File: config.mk
export PLATFORM = sky130hd
export DESIGN_NAME = sseg_mux_nx
export DESIGN_NICKNAME = d
export VERILOG_FILES = /design/src/rtl/sseg_mux_nx.sv
export SDC_FILE = /design/constraint.sdc
export NUM_CORES = 1
export LEC_CHECK = 0
export ABC_AREA = 0
export BUFFER_PORTS_ARGS = -buffer_cell sky130_fd_sc_hd__buf_2
export CAP_MARGIN = 30
export CORE_MARGIN = 2
export CORE_UTILIZATION = 25
export CTS_BUF_LIST = sky130_fd_sc_hd__clkbuf_4
export DETAILED_ROUTE_END_ITERATION = 12
export GPL_TIMING_DRIVEN = 0
export PLACE_DENSITY_LB_ADDON = 0.25
export SYNTH_ARGS = -nofsm -noshare
export SYNTH_HDL_FRONTEND = slang
export SYNTH_SLANG_ARGS = --single-unit
File: constraint.sdc
create_clock -name clk -period 2.9 [get_ports clk]
set_input_delay 0.435 -clock clk [delete_from_list [all_inputs] [get_ports clk]]
set_output_delay 0.435 -clock clk [all_outputs]
set_load 0.02 [all_outputs]
File: src/rtl/sseg_mux_nx.sv
// sseg_mux_nx -- N-digit multiplexed seven-segment display driver.
//
// Time-multiplexes a packed hex value onto active-low segment/anode pins.
// The display reads only shadow copies of value/dp_in/blank_lz, which are
// refreshed once per frame (and once right after reset), so a frame is
// always drawn from one coherent snapshot. Also provides leading-zero
// blanking, PWM brightness and a dead time at the start of every digit slot
// to avoid ghosting between neighbouring digits.
//
// Ports:
//   clk         system clock, all state on the rising edge
//   btnC        asynchronous active-high reset
//   value       packed hex nibbles, nibble k drives digit k (0 = rightmost)
//   dp_in       per-digit decimal point request, 1 = lit
//   blank_lz    1 = suppress leading zeros
//   brightness  PWM level, 0 = dark, all-ones = full on (sampled live)
//   seg         cathodes g..a on bits 6..0, active-low
//   an          anodes, active-low, at most one low at a time
//   dp          decimal point cathode, active-low
//   frame_tick  one-cycle pulse following each shadow load
//   digit_idx   digit currently being scanned
module sseg_mux_nx #(
   parameter int DIGITS      = 4,
   parameter int REFRESH_DIV = 100000,
   parameter int DEADTIME    = 16,
   parameter int DIM_BITS    = 4
) (
   input  logic                      clk,
   input  logic                      btnC,
   input  logic [4*DIGITS-1:0]       value,
   input  logic [DIGITS-1:0]         dp_in,
   input  logic                      blank_lz,
   input  logic [DIM_BITS-1:0]       brightness,
   output logic [6:0]                seg,
   output logic [DIGITS-1:0]         an,
   output logic                      dp,
   output logic                      frame_tick,
   output logic [$clog2(DIGITS)-1:0] digit_idx
);

   localparam int PC_W  = $clog2(REFRESH_DIV);
   localparam int IDX_W = $clog2(DIGITS);

   localparam logic [PC_W-1:0]  PC_LAST  = PC_W'(REFRESH_DIV - 1);
   localparam logic [PC_W-1:0]  PC_DEAD  = PC_W'(DEADTIME);
   localparam logic [IDX_W-1:0] IDX_LAST = IDX_W'(DIGITS - 1);

   // Scan state
   logic [PC_W-1:0]       pc_reg, pc_next;
   logic [IDX_W-1:0]      idx_reg, idx_next;
   logic [DIM_BITS-1:0]   dc_reg;
   logic                  load_pending_reg;

   // Frame snapshot
   logic [4*DIGITS-1:0]   shadow_value_reg;
   logic [DIGITS-1:0]     shadow_dp_reg;
   logic                  shadow_lz_reg;

   // Registered pins
   logic [6:0]            seg_reg, seg_next;
   logic [DIGITS-1:0]     an_reg, an_next;
   logic                  dp_reg, dp_next;
   logic                  frame_tick_reg;
   logic [IDX_W-1:0]      digit_idx_reg;

   logic                  slot_end;
   logic                  frame_wrap;
   logic                  load_now;
   logic                  bright_en;

   logic [3:0]            nib_arr [DIGITS];
   logic [DIGITS-1:0]     blank_vec;
   logic [3:0]            cur_nib;
   logic                  cur_blank;
   logic                  cur_dp;

   function automatic logic [6:0] hex_to_seg(input logic [3:0] nib);
      logic [6:0] s;
      case (nib)
         4'h0: s = 7'b1000000;
         4'h1: s = 7'b1111001;
         4'h2: s = 7'b0100100;
         4'h3: s = 7'b0110000;
         4'h4: s = 7'b0011001;
         4'h5: s = 7'b0010010;
         4'h6: s = 7'b0000010;
         4'h7: s = 7'b1111000;
         4'h8: s = 7'b0000000;
         4'h9: s = 7'b0010000;
         4'hA: s = 7'b0001000;
         4'hB: s = 7'b0000011;
         4'hC: s = 7'b1000110;
         4'hD: s = 7'b0100001;
         4'hE: s = 7'b0000110;
         default: s = 7'b0001110;
      endcase
      return s;
   endfunction

   assign slot_end   = (pc_reg == PC_LAST);
   assign frame_wrap = slot_end && (idx_reg == IDX_LAST);
   // The post-reset load guarantees the first frame is not drawn from zeros
   // for longer than one cycle.
   assign load_now   = frame_wrap || load_pending_reg;

   always_comb begin
      pc_next  = slot_end ? '0 : pc_reg + PC_W'(1);
      idx_next = idx_reg;
      if (slot_end) begin
         idx_next = (idx_reg == IDX_LAST) ? '0 : idx_reg + IDX_W'(1);
      end
   end

   // Digit k is blanked when it and every digit above it are zero; the
   // rightmost digit is always shown so zero displays as "0".
   genvar gi;
   generate
      for (gi = 0; gi < DIGITS; gi++) begin : g_digit
         assign nib_arr[gi] = shadow_value_reg[4*gi +: 4];
         if (gi == 0) begin : g_lsd
            assign blank_vec[gi] = 1'b0;
         end else begin : g_upper
            assign blank_vec[gi] = shadow_lz_reg &&
                                   (shadow_value_reg[4*DIGITS-1:4*gi] == '0);
         end
      end
   endgenerate

   assign cur_nib   = nib_arr[idx_reg];
   assign cur_blank = blank_vec[idx_reg];
   assign cur_dp    = shadow_dp_reg[idx_reg];

   // Full scale bypasses the compare so all-ones is truly 100% duty.
   assign bright_en = (&brightness) || (dc_reg < brightness);

   always_comb begin
      seg_next = 7'h7F;
      dp_next  = 1'b1;
      an_next  = '1;
      if (!cur_blank) begin
         seg_next = hex_to_seg(cur_nib);
         dp_next  = ~cur_dp;
         if ((pc_reg >= PC_DEAD) && bright_en) begin
            an_next[idx_reg] = 1'b0;
         end
      end
   end

   always_ff @(posedge clk or posedge btnC) begin
      if (btnC) begin
         pc_reg           <= '0;
         idx_reg          <= '0;
         dc_reg           <= '0;
         load_pending_reg <= 1'b1;
         shadow_value_reg <= '0;
         shadow_dp_reg    <= '0;
         shadow_lz_reg    <= 1'b0;
         seg_reg          <= 7'h7F;
         an_reg           <= '1;
         dp_reg           <= 1'b1;
         frame_tick_reg   <= 1'b0;
         digit_idx_reg    <= '0;
      end else begin
         pc_reg           <= pc_next;
         idx_reg          <= idx_next;
         dc_reg           <= dc_reg + DIM_BITS'(1);
         load_pending_reg <= 1'b0;
         if (load_now) begin
            shadow_value_reg <= value;
            shadow_dp_reg    <= dp_in;
            shadow_lz_reg    <= blank_lz;
         end
         seg_reg          <= seg_next;
         an_reg           <= an_next;
         dp_reg           <= dp_next;
         frame_tick_reg   <= load_now;
         digit_idx_reg    <= idx_reg;
      end
   end

   assign seg        = seg_reg;
   assign an         = an_reg;
   assign dp         = dp_reg;
   assign frame_tick = frame_tick_reg;
   assign digit_idx  = digit_idx_reg;

endmodule

==> results.ini <==
[worst_setup_path]
required_ns = 3.22
slowest_stage = mux4_2
worst-path-buf-inv = 2
setup.worst_path.start_class = register
endpoint_kind = register
critPathMaxStageDelay_ns = 0.62
path_cells = buf_2, mux4_2, inv_1, ha_1, mux2i_1, a21oi_1, a21oi_1, o21ai_0
critPathMostFrequentCell = a21oi_1
path_delay_family = multiplexers
worstPathMaxFanout = 7
crit_type = register to register
cp.arrival_ns = 2.72

[clocking]
cts_buffers = 9
clockRootBuffer = clkbuf_4
cts_tree = yes
htreeDepth = 3
cts_setup_buffers = 0
cts_buffer_depth = 2
clock_sinks = 60
holdBufCountCts = 0
clock_latency_ns = 0.42
path_clk_slew_ns = 0.11
post_cts_resized = 0

[global_routing]
use_met3 = 0.02430
use_met1 = 0.1465
grt_max_degree = 37
overflow = 0
busiest_layer = met2
antenna_found_initial = 0
grt_pass1_wl_um = 10230
first_global_vias = 2055
grt_usage = 0.1033
met2_usage = 0.1469

[placement]
gp_congestion = 0.7741
port_buffers = 41
hpwl_um = 4495
pre_cts_slack_ns = 0.5025

[timing]
min_period_over_period = 0.8279
slew_headroom = 0.6360
rsz0062_at_grt = false
tightest_slew_ns = 0.5453
fin_crit_ns = 2.401
setup_violations = 0
skew_ns = 0.02618
slew_viol_final = 0
hold_viol_final = 0
fmax_mhz = 416.5
setup-tns-final_ns = 0
fin_ws_ns = 0.4990

[routing]
routed_wl_um = 6114
firstDrtPassIters = 4
initialDrtViolationCount = 62
ant_nets = 0
routed_via_density = 4.441
wl_per_cell_um = 13.90
vias = 1954
drc = 0

[final_layout]
layout_common_cells = 47 x dfrtp_1, 43 x buf_2, 19 x mux2_4
fin_nets = 335
drive_gt1_frac = 0.3468
area_growth_syn_to_layout_pct = 21.52
n_antenna_cell = 0
layout_commonest_cell = dfrtp_1
largest_reg_flops = 17

[logic_synthesis]
yosysWarnings = 0
synth_nets = 282
synth_ff_type = dfrtp_1
synth_area_per_cell_um2 = 12.33
ys_types = 37
ys_ff_latch = 60
syn-cell-area_um2 = 2948
synthArstFlopShare = 1.000
synth_edf_count = 0
yosysSeqAreaShare = 0.5149
synthCells = 239

[floorplanning]
die_x_um = 112.6
fp.dieH_um = 112.6
num_io_pins = 42
dieArea_um2 = 12680
row_count = 39
initial_core_util = 0.2571
coreArea_um2 = 11470

[power]
p_leak_nw = 1.717
peakVddDrop_mv = 0.2211
powerDensity_nw_per_um2 = 586.4

[job]
drv_cap = 0

[hold_path]
hp-class = input port to async pin

[status]
outcome = finished clean

==> layer usage <==
metal | up-vias | part of all wire
li1 | 941 | -
met1 | 953 | 0.50
met2 | 48 | 0.42
met3 | 12 | 0.051
met4 | 0 | 0.023
met5 | - | 0
==> logic make-up after synthesis <==
family                   synth area share
AND/OR/NAND/NOR                    0.1129
flip-flops                         0.5149
multiplexers                       0.1689
AO/OA/AOI/OAI                     0.05221
buffers and inverters             0.03141
XOR/XNOR                          0.05051
adder cells (fa/ha/maj)           0.06791
other                            0.001272
==> worst register-to-register path, cell delays in order (launching register included) <==
cell and delay, ns:
dfrtp_1 0.44, buf_2 0.26, mux4_2 0.63, inv_1 0.15, ha_1 0.31, mux2i_1 0.11, a21oi_1 0.16, a21oi_1 0.09
o21ai_0 0.18
==> per-stage QoR <==
| step | util | cell area, um^2 | power (mW) | cells | hold slack [ns] |
|---|---|---|---|---|---|
| 3_5_place_dp | 0.2923 | 3352 | 1.186 | 424 | 0.4200 |
| 5_1_grt | 0.3124 | 3582 | 2.191 | 440 | 0.1037 |
| 3_3_place_gp | 0.2906 | 3332 | 1.177 | 423 | 0.4140 |
| 6_report | 0.3124 | 3582 | 2.100 | 440 | 0.06279 |
| 4_1_cts | 0.3124 | 3582 | 2.132 | 440 | 0.07166 |
| 2_1_floorplan | - | 2948 | 1.105 | 239 | 0.3964 |
==> power breakdown <==
part | switching (mW) | total, mW | leakage [nW] | internal [mW]
registers | 0.0286 | 0.927 | 0.723 | 0.899
clock network | 0.327 | 0.936 | 0.118 | 0.609
logic | 0.125 | 0.238 | 0.876 | 0.113
==> final timing paths <==
kind,startpoint,endpoint,slack [ns],cells past startpoint
setup / recovery,idx_reg[0],seg[0],0.50,8
hold / removal,btnC,digit_idx[0],0.06,2
setup reg to reg,idx_reg[0],seg[0],0.50,8
hold reg to reg,idx_reg[1],digit_idx[1],0.44,0
max in group asynchronous,btnC,dp,2.19,3
min in group clk,value[6],shadow_value_reg[6],0.23,2
==> cells in the mapped netlist, drive strengths merged, types with 3 or more instances <==
cell / instances / share of area
nand2: 16 / 0.020
inv: 13 / 0.017
a21oi: 6 / 0.011
nor2: 15 / 0.019
o21ai: 5 / 0.0085
buf: 4 / 0.011
o211ai: 3 / 0.0076
dfrtp: 47 / 0.40
xor2: 9 / 0.027
nand3: 11 / 0.019
nand4: 4 / 0.0085
dfstp: 13 / 0.12
ha: 16 / 0.068
nor3: 5 / 0.0085
xnor2: 8 / 0.024
mux2i: 10 / 0.034
mux2: 23 / 0.11
nor4: 5 / 0.016
and3: 5 / 0.011
mux4: 3 / 0.023
==> cell type report <==
cell class / instances / area [um^2]
plain buffers: 6 / 40.04
clock buffers: 9 / 67.56
clock inverters: 7 / 162.7
fillers: 1164 / 7885
inverters: 14 / 52.55
multi-input cells: 159 / 1338
flip-flops and latches: 60 / 1518
well taps: 143 / 178.9
repair buffers: 42 / 225.2
Note: power is estimated with default switching activity, not from simulation.
